==> config.mk <==
export PLATFORM = sky130hd
export DESIGN_NAME = fp_int_acc_flat
export DESIGN_NICKNAME = d
export VERILOG_FILES = /design/src/rtl/fp_int_pkg.sv /design/src/rtl/fp_int_acc_if.sv /design/src/rtl/fp_int_align.sv /design/src/rtl/fp_int_acc.sv /design/src/flat_wrapper.sv
export SDC_FILE = /design/constraint.sdc
export NUM_CORES = 1
export LEC_CHECK = 0
export ABC_AREA = 1
export CAP_MARGIN = 30
export CORE_MARGIN = 2
export CORE_UTILIZATION = 35
export CTS_BUF_LIST = sky130_fd_sc_hd__clkbuf_4 sky130_fd_sc_hd__clkbuf_8
export DETAILED_ROUTE_END_ITERATION = 8
export PLACE_DENSITY = 0.54
export SETUP_SLACK_MARGIN = 0.15
export SYNTH_ARGS = -nofsm -noshare
export SYNTH_HDL_FRONTEND = slang
export SYNTH_HIERARCHICAL = 1
export SYNTH_SLANG_ARGS = --single-unit
==> constraint.sdc <==
create_clock -name clk -period 3.05 [get_ports clk]
set_input_delay 0.7625 -clock clk [delete_from_list [all_inputs] [get_ports clk]]
set_output_delay 0.7625 -clock clk [all_outputs]
set_load 0.01 [all_outputs]
==> src/rtl/fp_int_pkg.sv <==
// Shared constants and types for the FP16 x INT4 MAC datapath (multiplier and accumulator).
package fp_int_pkg;

  localparam int unsigned EXP_WIDTH   = 5;
  localparam int unsigned MANT_WIDTH  = 15;
  localparam int unsigned EXP_BIAS    = 25;
  localparam int unsigned ACC_WIDTH   = 32;
  localparam int unsigned FRAC_BITS   = 8;
  localparam int unsigned CNT_WIDTH   = 8;

  // Two extra bits keep the signed shift (exp - bias + frac) in range without wrap.
  localparam int unsigned SHIFT_WIDTH = EXP_WIDTH + 2;

  typedef enum logic [1:0] {
    ACCUM = 2'd0,
    DRAIN = 2'd1,
    OUT   = 2'd2
  } acc_state_e;

  typedef struct packed {
    logic                  sign;
    logic [EXP_WIDTH-1:0]  exp;
    logic [MANT_WIDTH-1:0] mant;
  } prod_t;

  // Signed left-shift amount that places a product at the accumulator's binary point.
  function automatic logic signed [SHIFT_WIDTH-1:0] align_shift(input logic [EXP_WIDTH-1:0] exp);
    return SHIFT_WIDTH'(exp) + SHIFT_WIDTH'(FRAC_BITS) - SHIFT_WIDTH'(EXP_BIAS);
  endfunction

endpackage

==> src/rtl/fp_int_acc_if.sv <==
// Product-beat input and group-result output channels of the accumulator.
interface fp_int_acc_if;
  import fp_int_pkg::*;

  logic                  in_valid;
  logic                  in_ready;
  logic                  in_sign;
  logic [EXP_WIDTH-1:0]  in_exp;
  logic [MANT_WIDTH-1:0] in_mant;
  logic                  in_last;

  logic                  out_valid;
  logic                  out_ready;
  logic [ACC_WIDTH-1:0]  out_data;
  logic [CNT_WIDTH-1:0]  out_count;
  logic                  out_sat;

  modport master (
    output in_valid, in_sign, in_exp, in_mant, in_last, out_ready,
    input  in_ready, out_valid, out_data, out_count, out_sat
  );

  modport slave (
    input  in_valid, in_sign, in_exp, in_mant, in_last, out_ready,
    output in_ready, out_valid, out_data, out_count, out_sat
  );

endinterface

==> src/rtl/fp_int_align.sv <==
// Converts a sign/exponent/magnitude product into a two's-complement fixed-point value.
module fp_int_align
  import fp_int_pkg::*;
(
  input  prod_t                       prod,
  output logic signed [ACC_WIDTH-1:0] value
);

  logic signed [SHIFT_WIDTH-1:0] shift;
  logic        [SHIFT_WIDTH-1:0] amount;
  logic        [ACC_WIDTH-1:0]   mag;

  // Right shifts truncate toward zero on the magnitude, before the sign is applied.
  always_comb begin
    shift  = align_shift(prod.exp);
    amount = shift[SHIFT_WIDTH-1] ? SHIFT_WIDTH'(-shift) : SHIFT_WIDTH'(shift);
    if (shift[SHIFT_WIDTH-1]) begin
      mag = ACC_WIDTH'(prod.mant) >> amount;
    end else begin
      mag = ACC_WIDTH'(prod.mant) << amount;
    end
    value = prod.sign ? -$signed(mag) : $signed(mag);
  end

endmodule

==> src/rtl/fp_int_acc.sv <==
// Dot-product reduction: aligns product beats, sums a group with saturation, emits the total.
module fp_int_acc
  import fp_int_pkg::*;
(
  input  logic        clk,
  input  logic        rst,
  fp_int_acc_if.slave bus
);

  localparam logic [ACC_WIDTH-1:0] ACC_MAX = {1'b0, {(ACC_WIDTH-1){1'b1}}};
  localparam logic [ACC_WIDTH-1:0] ACC_MIN = {1'b1, {(ACC_WIDTH-1){1'b0}}};

  acc_state_e            state_q, state_d;
  logic [ACC_WIDTH-1:0]  acc_q, acc_d;
  logic [ACC_WIDTH-1:0]  al_q, al_d;
  logic                  al_v, al_v_d;
  logic [CNT_WIDTH-1:0]  count_q, count_d;
  logic                  sat_q, sat_d;
  logic                  in_ready_q, in_ready_d;
  logic                  out_valid_q, out_valid_d;

  prod_t                       prod;
  logic signed [ACC_WIDTH-1:0] aligned;
  logic        [ACC_WIDTH:0]   sum;
  logic                        hs_in;
  logic                        hs_out;

  assign prod = '{sign: bus.in_sign, exp: bus.in_exp, mant: bus.in_mant};

  fp_int_align u_align (
    .prod  (prod),
    .value (aligned)
  );

  always_ff @(posedge clk or negedge rst) begin
    if (!rst) begin
      state_q     <= ACCUM;
      acc_q       <= '0;
      al_q        <= '0;
      al_v        <= 1'b0;
      count_q     <= '0;
      sat_q       <= 1'b0;
      in_ready_q  <= 1'b1;
      out_valid_q <= 1'b0;
    end else begin
      state_q     <= state_d;
      acc_q       <= acc_d;
      al_q        <= al_d;
      al_v        <= al_v_d;
      count_q     <= count_d;
      sat_q       <= sat_d;
      in_ready_q  <= in_ready_d;
      out_valid_q <= out_valid_d;
    end
  end

  // Next-state, accumulate and handshake logic; ready/valid are registered from the next state.
  always_comb begin
    state_d = state_q;
    acc_d   = acc_q;
    al_d    = al_q;
    al_v_d  = 1'b0;
    count_d = count_q;
    sat_d   = sat_q;

    hs_in  = bus.in_valid && in_ready_q;
    hs_out = out_valid_q && bus.out_ready;
    sum    = {acc_q[ACC_WIDTH-1], acc_q} + {al_q[ACC_WIDTH-1], al_q};

    // Sign disagreement between the two top bits of the widened sum means overflow.
    if (al_v) begin
      if (sum[ACC_WIDTH] != sum[ACC_WIDTH-1]) begin
        acc_d = sum[ACC_WIDTH] ? ACC_MIN : ACC_MAX;
        sat_d = 1'b1;
      end else begin
        acc_d = sum[ACC_WIDTH-1:0];
      end
    end

    unique case (state_q)
      ACCUM: begin
        if (hs_in) begin
          al_d   = aligned;
          al_v_d = 1'b1;
          if (count_q != '1) begin
            count_d = count_q + CNT_WIDTH'(1);
          end
          if (bus.in_last) begin
            state_d = DRAIN;
          end
        end
      end
      DRAIN: begin
        state_d = OUT;
      end
      OUT: begin
        if (hs_out) begin
          acc_d   = '0;
          count_d = '0;
          sat_d   = 1'b0;
          state_d = ACCUM;
        end
      end
      default: begin
        state_d = ACCUM;
      end
    endcase

    in_ready_d  = (state_d == ACCUM);
    out_valid_d = (state_d == OUT);
  end

  assign bus.in_ready  = in_ready_q;
  assign bus.out_valid = out_valid_q;
  assign bus.out_data  = acc_q;
  assign bus.out_count = count_q;
  assign bus.out_sat   = sat_q;

endmodule

==> src/flat_wrapper.sv <==
// flat-port wrapper written by rule: the top's interface ports become plain ports
module fp_int_acc_flat import fp_int_pkg::*;
  (clk, rst, bus_in_valid, bus_in_sign, bus_in_exp, bus_in_mant, bus_in_last, bus_out_ready, bus_in_ready, bus_out_valid, bus_out_data, bus_out_count, bus_out_sat);
  fp_int_acc_if bus_i ();
  input  logic clk;
  input  logic rst;
  input wire logic [$bits(bus_i.in_valid)-1:0] bus_in_valid;
  input wire logic [$bits(bus_i.in_sign)-1:0] bus_in_sign;
  input wire logic [$bits(bus_i.in_exp)-1:0] bus_in_exp;
  input wire logic [$bits(bus_i.in_mant)-1:0] bus_in_mant;
  input wire logic [$bits(bus_i.in_last)-1:0] bus_in_last;
  input wire logic [$bits(bus_i.out_ready)-1:0] bus_out_ready;
  output wire logic [$bits(bus_i.in_ready)-1:0] bus_in_ready;
  output wire logic [$bits(bus_i.out_valid)-1:0] bus_out_valid;
  output wire logic [$bits(bus_i.out_data)-1:0] bus_out_data;
  output wire logic [$bits(bus_i.out_count)-1:0] bus_out_count;
  output wire logic [$bits(bus_i.out_sat)-1:0] bus_out_sat;
  assign bus_i.in_valid = bus_in_valid;
  assign bus_i.in_sign = bus_in_sign;
  assign bus_i.in_exp = bus_in_exp;
  assign bus_i.in_mant = bus_in_mant;
  assign bus_i.in_last = bus_in_last;
  assign bus_i.out_ready = bus_out_ready;
  assign bus_in_ready = bus_i.in_ready;
  assign bus_out_valid = bus_i.out_valid;
  assign bus_out_data = bus_i.out_data;
  assign bus_out_count = bus_i.out_count;
  assign bus_out_sat = bus_i.out_sat;
  fp_int_acc u_core (.clk(clk), .rst(rst), .bus(bus_i));
endmodule
# Yosys cells after proc, flatten, opt, wreduce, memory -nomap -nowiden
# Cells that the tools add are included.
[totals]
reg_bits = 78
inputBits = 26
output_inout_bits = 43
[classes]
addsub = 6
n_eq_ne = 8
shift = 2
muxes = 22
n_reduce_logical = 7
[ops]
columns = ["cell", "count"]
rows = [
  ["two-way mux 32 bit", 7],
  ["adder 32 x 32 -> 33 bit", 1],
  ["negation 32 bit", 1],
  ["<< shifter 15 x 7 -> 32 bit", 1],
  [">> shifter 15 x 7 -> 32 bit", 1],
  ["two-way mux 8 bit", 3],
  ["one-hot mux 8 bit (2 select lines)", 1],
  ["adder 8 x 1 -> 8 bit (second input constant)", 1],
  ["inequality test 8 bit (second input constant)", 1],
  ["two-way mux 7 bit", 1],
  ["negation 7 bit", 1],
  ["subtractor 7 x 5 -> 7 bit (second input constant)", 1],
  ["adder 5 x 4 -> 6 bit (second input constant)", 1],
  ["two-way mux 1 bit", 6],
  ["two-way mux 2 bit", 3],
  ["inequality test 2 x 1 -> 1 bit (second input constant)", 3],
  ["one-hot mux 2 bit (3 select lines)", 1],
  ["equality test 2 bit (second input constant)", 2],
  ["logical NOT 2 bit", 2],
  ["AND reduction 4 bit", 1],
  ["equality test 2 x 1 -> 1 bit (second input constant)", 1],
  ["logical AND 1 bit", 2],
  ["AND reduction 2 bit", 1],
  ["nonzero test 2 bit", 1],
  ["inequality test 1 bit", 1],
]

# Depth between registers and ports, before layout
# Gate-level depths: netlist of the first run.
[depth]
word_depth = 8
ltp_mapped = 28
depth_no_buf = 26

# Modules after synthesis
# The synthesis of the first run kept the hierarchy.
[by_module_without_submodules]
columns = ["mod", "instances", "cells_each", "area_per_inst_um2", "seq_area_each_um2"]
rows = [
  ["fp_int_acc", 1, 770, 5417.7, 1953.1],
  ["fp_int_align", 1, 673, 3308.2, 0.0],
]

# Worst setup path after synthesis of the first run
# Ideal clock, no wire load.
[synth_path]
path_kind = "input-to-reg"
start = "input port bus_in_exp[0]"
end = "register u_core.al_q[14]"
setup_ns = 0.117
arrival_time_ns = 3.277
required_time_ns = 2.933
slack_ns = -0.344
cell_stages = 23
path_cell_list = "inv_2 -> buf_2 -> ha_1 -> inv_1 -> nand2_1 -> nand2_2 -> o21ai_4 -> nand3_2 -> nand2_4 -> buf_6 -> nand3_1 -> nand3_2 -> nand2_1 -> nand2_1 -> ha_1 -> inv_1 -> nor2_1 -> nand2_2 -> o21ai_2 -> xor2_1 -> inv_1 -> nand2_1 -> nand2_1"
[synth_between]
elab_chain_len = 8
elab_cells_between_ends = 9
classes_between = "add/sub: 4; shift: 2; mux: 3"
[synth_lines]
columns = ["item", "line", "rtl"]
rows = [
  ["start, declared", "flat_wrapper.sv:9", "input wire logic [$bits(bus_i.in_exp)-1:0] bus_in_exp;"],
  ["adder 5 x 4 -> 6 bit (*)", "fp_int_pkg.sv:28", "return SHIFT_WIDTH'(exp) + SHIFT_WIDTH'(FRAC_BITS) - SHIFT_WIDTH'(EXP_BIAS);"],
  ["subtractor 7 x 5 -> 7 bit (*)", "fp_int_pkg.sv:28", ""],
  ["negation 7 bit", "fp_int_align.sv:16", "amount = shift[SHIFT_WIDTH-1] ? SHIFT_WIDTH'(-shift) : SHIFT_WIDTH'(shift);"],
  ["two-way mux 7 bit", "fp_int_align.sv:16", ""],
  ["<< shifter 15 x 7 -> 32 bit / >> shifter 15 x 7 -> 32 bit (equally long branches)", "fp_int_align.sv:20, fp_int_align.sv:18", ""],
  ["two-way mux 32 bit (*)", "fp_int_align.sv:17", "if (shift[SHIFT_WIDTH-1]) begin"],
  ["negation 32 bit", "fp_int_align.sv:22", "value = prod.sign ? -$signed(mag) : $signed(mag);"],
  ["two-way mux 32 bit (*)", "fp_int_align.sv:22", ""],
  ["net u_core.aligned[14]", "fp_int_acc.sv:23", "logic signed [ACC_WIDTH-1:0] aligned;"],
  ["end signal, assigned", "fp_int_acc.sv:48", "al_q <= al_d;"],
  ["end, declared", "fp_int_acc.sv:15", "logic [ACC_WIDTH-1:0] al_q, al_d;"],
]
# The timed path passes the listed nets; every way through them passes the cells marked *.
# A chain may end at the register's enable or synchronous reset.

# Worst setup path after layout of the first run
[layout_path]
start = "input port bus_in_exp[0]"
end = "register u_core.al_q[25]"
# The elaborated chain is that of the path after synthesis.

==> flow_metrics.py, run 1 <==
metrics = {
    "clock_network": {
        "cts_inserted_buffers": 9,
        "cts.hold.buffers_added": 0,
        "clk_pin_slew_ns": 0.09,
        "h-tree-depth": 3,
        "cts.sinks": 78,
        "clock_latency_ns": 0.37,
        "tritoncts": "yes",
        "root_buffer": "clkbuf_8",
        "ctsLongestPathBuffers": 2,
    },
    "layout": {
        "regArea_mm2": 0.00195,
        "drive_gt1_share_pct": 26.1,
        "area_delta_synth_final_pct": 36.5,
        "multi_input_comb_area_mm2": 0.00666,
        "fillerInstances": 2556,
        "finalNetCount": 1714,
        "final_cell_area_mm2": 0.0119,
        "num_antenna_cells": 0,
    },
    "drt": {
        "wl_met3_um": 862,
        "wl_per_cell_um": 14.2,
        "routed.top_layer": "met4",
        "dr.pass1.iters": 5,
        "drt-met1-wl_mm": 12.6,
        "dr_wl_met2_mm": 13.8,
        "drc": 0,
        "wl_mm": 28.1,
        "vias_per_cell": 4.89,
        "ant_nets": 0,
        "first_iter_violations": 538,
        "vias": 9678,
    },
    "setup_path": {
        "cp.depth": 24,
        "path_delay_family": "simple AND/OR/NAND/NOR gates",
        "reg2reg_depth": 16,
        "critPathLaunchType": "primary input",
        "end_kind": "flip-flop",
        "cp.arrival_ns": 3.31,
        "critPathBufInv": 6,
        "critPathCapture": "u_core/al_q[25]",
        "crit_start": "bus_in_exp[0]",
        "reg2reg_slack_ns": 0.39,
        "slowest_stage": "o21ai_4",
        "reg2reg_from": "u_core/bus.out_data[0]",
        "r2r-end": "u_core/bus.out_data[22]",
        "slowest_delay_ns": 0.23,
        "cp_max_fo": 6,
        "critPathRequiredTime_ns": 3.32,
        "worstPathCellList": "buf_6 > buf_6 > inv_12 > ha_4 > inv_2 > nand2_2 > nand2_4 > o21ai_4 > buf_12 > xnor2_4 > buf_6 > nand2_2 > nand2_2 > nor2_2 > nor2_4 > nand2_4 > nor2_4 > nand2_4 > nor2_4 > nand3_4 > nand3_1 > nand2_1 > nand2_1 > nand2_1",
        "path_class": "primary input to flip-flop",
    },
    "timing": {
        "max-slew-margin-rel_pct": 53.3,
        "rsz0062_at_grt": "true",
        "final.setup_skew_ns": 0.0151,
        "finalSetupViolCount": 0,
        "finalCritPeriodShare_pct": 99.7,
        "slew_violations": 0,
        "finalCriticalPeriod_ns": 3.04,
        "worstMarginPinSlew_ns": 0.693,
        "finalHoldViolCount": 0,
        "fmax_mhz": 329,
    },
    "placed_design": {
        "place_area_mm2": 0.0108,
        "io_buffer_count": 68,
        "globalplace.congestion": 0.945,
        "hpwl_mm": 22.2,
    },
    "synthesis": {
        "postSynthCellCount": 1443,
        "yosysTopAreaCellShare_pct": 23.4,
        "async_flop_share_pct": 100,
        "ys_ff_latch": 78,
        "syn_area_mm2": 0.00873,
        "synth_area_leader_cell": "nand2_1",
        "synth_warnings": 6,
        "synth_common_cells": "545 x nand2_1, 151 x nor2_1, 136 x nand3_1",
        "synth-seq-area-share_pct": 22.4,
        "synthTopCellsByArea": "nand2_1 23%, dfrtp_1 22%, nand3_1 7.8%",
        "synthDistinctLibCells": 52,
        "synth_fp_nets": 1506,
        "synth_most_common_cell": "nand2_1",
        "synth.avg_cell_area_um2": 6.05,
        "synth-main-ff-cell": "dfrtp_1",
        "synth_edf_count": 0,
    },
    "pwr": {
        "p_leak_nw": 6.18,
        "total_power_mw": 11.2,
        "peakVddDrop_mv": 0.555,
        "power.density_mw_per_mm2": 941,
    },
    "floorplanning": {
        "die_area_mm2": 0.0262,
        "initial_utilization_pct": 35.8,
        "boundaryPins": 69,
        "core_area_mm2": 0.0244,
        "std_cell_rows": 57,
        "die_w_um": 162,
        "die_h_um": 162,
    },
    "status": {
        "status": "completed",
    },
    "min_path": {
        "hp-class": "primary input to async pin",
    },
    "grt": {
        "antenna_found_initial": 0,
        "grt_max_degree": 43,
        "grt_pass1_wl_mm": 46.0,
        "grt_usage_pct": 21.4,
        "overflow": 0,
        "grt_pass1_vias": 9208,
    },
    "run": {
        "maxCapViolations": 0,
    },
}
-- worst min path at each step --
stage | start | depth (start not counted) | end
after floorplan | u_core/al_q[14] | 2 | u_core/al_q[14]
after global placement | u_core/al_q[22] | 2 | u_core/al_q[22]
after detailed placement | u_core/al_q[21] | 2 | u_core/al_q[21]
after CTS | rst | 1 | u_core/bus.out_count[5]
after global routing | rst | 1 | u_core/bus.out_count[3]
final | rst | 1 | u_core/bus.out_count[5]
-- per-layer routing --
layer	global-route usage [%]	vias up
met5	0	-
met4	7.16	0
met1	27.8	4386
met2	37.9	185
li1	-	5057
met3	1.38	50
-- registers in the layout (all words and copies together), names as in the netlist --
name / count
u_core/bus.in_ready: 1
u_core/al_v: 1
u_core/bus.out_count: 8
u_core/bus.out_valid: 1
u_core/state_q: 2
u_core/al_q: 32
u_core/bus.out_sat: 1
u_core/bus.out_data: 32
-- power by group --
group | switching, mW | internal [mW]
clock network | 0.443 | 0.415
logic | 5.03 | 3.34
registers | 0.455 | 1.54
total | 5.93 | 5.29
-- metrics by stage --
stage,setup TNS [ns],cells,util [%],hold slack (ns),setup slack (ns)
after floorplan,-0.00241,1443,-,0.446,-0.00241
after global placement,-23.04,1931,44.3,0.471,-0.858
after detailed placement,-23.48,1931,44.3,0.477,-0.889
after CTS,0,1965,47.2,0.386,0.0617
after global routing,-2.48,1980,48.8,0.420,-0.154
final,0,1980,48.8,0.386,0.00918
-- layout make-up --
type	count	area share, %
well taps	324	3.40
multi-input cells	1190	55.9
repair buffers	240	18.1
flip-flops and latches	78	16.4
clock buffers	10	1.16
clock inverters	6	0.641
inverters	132	4.39
-- repair_timing --
action | CTS | global route
gates cloned | 3 | 2
setup endpoints to repair | 31 | 29
setup buffers | 15 | 13
gates resized for setup | 88 | 70
pin swaps | 48 | 57
-- cell families (layout without fill, tap and decap cells) --
| family | after synthesis | in the layout | share of synthesized area (%) |
|---|---|---|---|
| xor+xnor | 42 | 42 | 4.43 |
| fa+ha+maj | 37 | 37 | 5.39 |
| compound gates | 150 | 150 | 10.8 |
| simple gates | 959 | 961 | 48.0 |
| buf+inv | 177 | 388 | 9.00 |
| flops | 78 | 78 | 22.4 |
-- placed cells by master (no fill, tap or decap), drive strengths merged --
cell / count
inv: 134
clkdlybuf4s50: 62
nand4: 12
and3: 3
o211a: 1
a21boi: 3
bufbuf: 1
ha: 36
bufinv: 1
o21a: 2
o211ai: 2
nor2: 170
nand2: 589
o21bai: 12
xnor2: 10
or2: 5
clkdlybuf4s15: 1
fa: 1
a31o: 1
dfrtp: 77
xor2: 32
a21oi: 67
nand3: 151
o31ai: 2
buf: 173
a21o: 1
o221ai: 1
nor3: 21
dfstp: 1
a31oi: 3
clkinv: 3
and2: 1
nand3b: 7
nor4: 2
o21ai: 55
dlygate4sd2: 1
clkbuf: 12
No activity file was read; power rests on OpenSTA's default activity.
==> run 2, diff against run 1 <==
Settings changed: CTS_BUF_LIST sky130_fd_sc_hd__clkbuf_4 sky130_fd_sc_hd__clkbuf_8 to unset, CTS_CLUSTER_DIAMETER set to 30.
==> run 2 against run 1 <==
The flow now finishes with violations (negative setup slack); sequential share of layout area down 0.36 points; largest cell class unchanged; setup slack worse by 0.12 ns; sequential cell count unchanged.
==> flow_metrics.py, run 2 (synthesized netlist as in run 1, its figures left out) <==
metrics = {
    "timing": {
        "fmax_mhz": 317,
        "rsz0062_at_grt": "true",
        "final.setup_skew_ns": 0.00953,
        "finalSetupViolCount": 15,
        "setup_slack_ns": -0.107,
        "finalHoldViolCount": 0,
        "max-slew-margin-rel_pct": 53.6,
        "slew_violations": 0,
        "finalCriticalPeriod_ns": 3.16,
        "finalCritPeriodShare_pct": 104,
        "worstMarginPinSlew_ns": 0.688,
    },
    "setup_path": {
        "slowest_stage": "o21ai_4",
        "cp.arrival_ns": 3.39,
        "cp_max_fo": 6,
        "critPathLaunchType": "primary input",
        "end_kind": "flip-flop",
        "crit_start": "bus_in_exp[0]",
        "reg2reg_depth": 16,
        "reg2reg_slack_ns": 0.37,
        "path_delay_family": "simple AND/OR/NAND/NOR gates",
        "cpMostUsedCell": "nand2_1",
        "critPathBufInv": 7,
        "critPathRequiredTime_ns": 3.28,
        "slowest_delay_ns": 0.23,
        "r2r-end": "u_core/bus.out_data[22]",
        "critPathCapture": "u_core/al_q[14]",
        "cp.depth": 23,
        "worstPathCellList": "buf_6 > buf_6 > inv_12 > ha_4 > inv_2 > nand2_2 > nand2_4 > o21ai_4 > buf_12 > xnor2_4 > buf_4 > nand2_1 > nand2_1 > nand2_1 > nand2_2 > nand2_2 > nor2_4 > nand2_2 > o21ai_4 > xor2_1 > inv_1 > nand2_1 > nand2_1",
        "reg2reg_from": "u_core/bus.out_data[0]",
        "path_class": "primary input to flip-flop",
    },
    "grt": {
        "grt_usage_pct": 21.5,
        "antenna_found_initial": 0,
        "grt_pass1_wl_mm": 46.2,
        "overflow": 0,
        "grt_max_degree": 43,
        "grt_pass1_vias": 9265,
    },
    "drt": {
        "dr.pass1.iters": 5,
        "wl_mm": 28.4,
        "vias": 9755,
        "ant_nets": 0,
        "first_iter_violations": 545,
        "wl_per_cell_um": 14.3,
        "vias_per_cell": 4.92,
        "drc": 0,
    },
    "floorplanning": {
        "die_h_um": 162,
        "boundaryPins": 69,
        "initial_utilization_pct": 35.8,
        "die_w_um": 162,
        "std_cell_rows": 57,
        "die_area_mm2": 0.0262,
        "core_area_mm2": 0.0244,
    },
    "min_path": {
        "hp-class": "primary input to async pin",
    },
    "layout": {
        "layout_commonest_cell": "nand2_1",
        "finalNetCount": 1718,
        "num_antenna_cells": 0,
        "drive_gt1_share_pct": 26.9,
        "fillerInstances": 2509,
        "mostFrequentLayoutCells": "498 x nand2_1, 153 x buf_4, 133 x nor2_1, 109 x inv_1, 104 x nand3_1",
        "area_delta_synth_final_pct": 39.6,
        "utilization_pct": 49.9,
    },
    "pwr": {
        "swShare_pct": 51.9,
        "clkPwrFrac_pct": 9.9,
        "pwr-share-comb_pct": 73.0,
        "total_power_mw": 11.6,
        "netSwitchingPower_mw": 6.02,
        "power.density_mw_per_mm2": 953,
        "peakVddDrop_mv": 0.598,
        "p_leak_nw": 6.29,
        "pwr-share-seq_pct": 17.2,
        "intPower_mw": 5.58,
    },
    "clock_network": {
        "cts.hold.buffers_added": 0,
        "clock_latency_ns": 0.35,
        "ctsLongestPathBuffers": 2,
        "root_buffer": "clkbuf_16",
        "cts_inserted_buffers": 9,
        "clk_pin_slew_ns": 0.06,
        "cts.sinks": 78,
        "tritoncts": "yes",
        "h-tree-depth": 3,
    },
    "placed_design": {
        "io_buffer_count": 68,
        "globalplace.congestion": 0.945,
        "hpwl_mm": 22.2,
    },
    "status": {
        "status": "finished, violations left",
        "failed_checks": "negative setup slack",
    },
    "run": {
        "maxCapViolations": 0,
    },
}
[run 2: changes by cell type in the layout (fill, tap and decap cells not counted), sizes merged]
cell / delta
dlygate4sd2: -1
clkbuf: -1
buf: +5
clkdlybuf4s15: +1
[run 2: power by group through the flow]
stage	Combinational, mW	Sequential [mW]	Clock [mW]
3_5_place_dp	8.00	2.02	0
4_1_cts	8.20	2.00	1.18
2_1_floorplan	5.66	1.96	0
5_1_grt	9.50	2.06	1.23
3_3_place_gp	7.95	2.01	0
6_report	8.47	1.99	1.14
[run 2: timing repair]
action / in CTS / in global routing
cloned: 3 / 1
hold endpoints to repair: 0 / 0
pin swaps: 45 / 71
setup buffers: 18 / 15
gates resized for setup: 83 / 111
setup endpoints to repair: 32 / 30
[run 2: layer usage]
layer  wire [um]  share of wire (%)  global-route usage [%]
met1       12800                 45                    27.8
met2       14100                 50                    38.4
met3         764                2.7                    1.58
met4         750                2.6                    6.44
met5           0                  0                       0
[run 2: worst register-to-register path, stage by stage, from the launching register on]
cell     delay, ns
dfrtp_1       0.40
ha_1          0.24
fa_1          0.43
nand2_1       0.09
nand2_1       0.07
nand3_1       0.09
nand2_2       0.08
nand2_1       0.08
nand2_2       0.10
nand2_2       0.09
nand2_1       0.06
nand2_1       0.07
nand2_2       0.07
nand2_4       0.10
nand3_1       0.27
nor2_1        0.24
nor2_1        0.07
[run 2: final cells by class]
cell class,count,area (um^2),area share (%)
sequential,78,1950,16.0
timing repair buffer,244,2200,18.0
tap,324,405,3.33
inverter,132,531,4.36
clock buffer,10,239,1.96
multi-input combinational,1190,6780,55.7
clock inverter,6,76.3,0.627
[run 2: worst min path at each step]
stage,from,end
final,rst,u_core/bus.out_data[4]
after global routing,rst,u_core/bus.out_count[3]
after CTS,rst,u_core/bus.out_count[5]
after detailed placement,u_core/al_q[21],u_core/al_q[21]
after global placement,u_core/al_q[22],u_core/al_q[22]
after floorplan,u_core/al_q[14],u_core/al_q[14]
[run 2: metrics by stage]
stage / setup slack, ns / setup TNS, ns / hold slack (ns) / area [um^2] / std cells
2_1_floorplan: -0.00241 / -0.00241 / 0.446 / 8880 / 1443
3_3_place_gp: -0.858 / -23.04 / 0.471 / 10800 / 1931
3_5_place_dp: -0.889 / -23.48 / 0.477 / 10800 / 1931
4_1_cts: 0.0248 / 0 / 0.430 / 11600 / 1968
5_1_grt: -0.241 / -3.79 / 0.464 / 12200 / 1984
6_report: -0.107 / -0.543 / 0.415 / 12200 / 1984
==> RTL edit: new RTL, settings of run 2 <==
Take the reset off `al_q` and load it in a clocked block of its own.
--- a/src/rtl/fp_int_acc.sv
+++ b/src/rtl/fp_int_acc.sv
@@ -38,3 +38,2 @@
       acc_q       <= '0;
-      al_q        <= '0;
       al_v        <= 1'b0;
@@ -47,3 +46,2 @@
       acc_q       <= acc_d;
-      al_q        <= al_d;
       al_v        <= al_v_d;
@@ -54,2 +52,6 @@
     end
+  end
+
+  always_ff @(posedge clk) begin
+    al_q <= al_d;
   end
Function: same outputs for any inputs over 4 cycles, from zero or initial values and one cycle with rst low; that may be too few to reach the edited logic, so the function may still have changed.
==> RTL edit against run 2 <==
The run still ends with negative setup slack left; worst setup slack improved by 0.091 ns; cell count shrank 6.6%; first-iteration DRC count shrank 17%; register-to-register slack worse by 0.02 ns; sequential power decreased by 6%; sequential cell count stayed put; wire length decreased by 5.9%; fmax grew 3.0%; total power shrank 16%; clock skew rose by 0.0036 ns; die area is 3.2% lower; design area fell by 4.0%; area after synthesis down 3.2%.
==> RTL edit: results (changes against run 2) <==
[sta]
fin_setup_tns_ns=-0.04171  ; +0.5012 ns
setup_slack_ns=-0.01551  ; +0.09136 ns
setup_viol=6  ; -9
skew_ns=0.01313  ; +0.003596 ns
slew_headroom_pct=51.46  ; -2.2 points

[grt]
grt_use_met1_pct=25.83  ; -1.9 points
grt_pass1_vias=8779  ; -5.2%
use_met2_pct=37.75  ; -0.67 points
grtUsageTotal_pct=21.11  ; -0.41 points
gr-usage-met3_pct=1.875  ; +0.29 points
grt_max_degree=38  ; -12%
grt_pass1_wl_mm=43.73  ; -5.3%
antenna_found_initial=0  ; unchanged

[layout]
diodes=0  ; unchanged
fin_nets=1592  ; -7.3%
drive_gt1_share_pct=29.60  ; +2.7 points

[yosys]
netlist_top_cells_area=nand2_1 20%, dfrtp_1 13%, edfxtp_1 11%
syn_avg_cell_area_um2=6.435  ; +6.4%
yosysSeqAreaShare_pct=25.03  ; +2.6 points
syn_nets=1375  ; -8.7%
synth_common_cells=448 x nand2_1, 130 x nor2_1, 121 x nand3_1
yosysUniqueCellTypes=53  ; +1.9%
synth-edff-count=32  ; +32
synthArstFlopShare_pct=58.97  ; -41 points

[setup_path]
cp.arrival_ns=3.17  ; -0.22 ns
cpMaxStageDelayCell=ha_4
cpLargestDelayFamily=simple AND/OR/NAND/NOR gates
cp_slowest_stage_delay_ns=0.30  ; +0.07 ns
cp_max_fo=8  ; +2

[cts]
clk_path_buf_depth=2  ; unchanged
cts_root_buf=clkbuf_16
insertion_delay_ns=0.34

[outcome]
status=finished, violations left
violations=negative setup slack

[placed_design]
dp_cells=1811  ; -6.2%
dp_hpwl_mm=21.66  ; -2.6%
dp_slack_ns=-0.8872  ; +0.001316 ns
gp_congestion=0.9366  ; -0.90%
placed_area_um2=10600  ; -1.9%

[routing]
wl_met1_mm=11.47  ; -11%
wl_met3_um=795  ; +4.1%
drt_iter0_drc=452  ; -17%
route.met2.wl_mm=13.26  ; -5.8%
wl_per_cell_um=14.42  ; +0.73%
drt-total-wl_mm=26.73  ; -5.9%
vias=8989  ; -7.9%

[pwr]
leakagePower_nw=5.651  ; -10%
max-vdd-ir-drop_mv=0.3375  ; -44%

[RTL edit: cell types whose count changed after synthesis, moves of 6 or more]
cell and change:
inv_1 -7, edfxtp_1 +32, o21ai_0 -9, dfrtp_1 -32
clkbuf_1 -6, nand2_1 -97, nor2_1 -21, nand3_1 -15
a21oi_1 +8
[RTL edit: area by class of cell]
class	count	area [um2]
fill	2454	11850
multi-input combinational	1070	6272
sequential	78	2113
timing repair buffer	243	2107
inverter	127	511.7
tap	319	399.1
clock buffer	9	225.2
clock inverter	7	60.06
[RTL edit: final timing paths]
check	startpoint	to	slack, ns	cells past startpoint
hold reg to reg	u_core/bus.out_sat	u_core/bus.out_sat	0.50	2
setup reg to reg	u_core/bus.out_data[0]	u_core/bus.out_sat	0.35	16
min in group clk	u_core/bus.out_sat	u_core/bus.out_sat	0.50	2
setup / recovery	bus_in_exp[0]	u_core/al_q[28]	-0.02	22
hold / removal	rst	u_core/bus.out_count[0]	0.34	1
max in group asynchronous	rst	u_core/bus.out_data[16]	1.96	2
[RTL edit: repair_timing]
action,CTS,global route
setup buffers,13,10
setup endpoints to repair,31,45
gates cloned,3,0
pin swaps,42,36
resized for setup,84,84
[RTL edit: cells by family (layout without fill, tap and decap cells)]
logic type	Yosys count	in the layout	share of synthesized area, %
AND/OR/NAND/NOR	836	837	44.47
XOR/XNOR	42	42	4.579
adder cells (fa/ha/maj)	37	37	5.572
AO/OA/AOI/OAI	154	154	11.51
buffers and inverters	165	386	8.832
flip-flops	78	78	25.03
[RTL edit: report_power, final]
part           internal (mW)  switching, mW  total, mW
registers               1.54          0.341       1.88
logic                   2.75           4.03       6.78
clock network          0.571          0.474       1.04
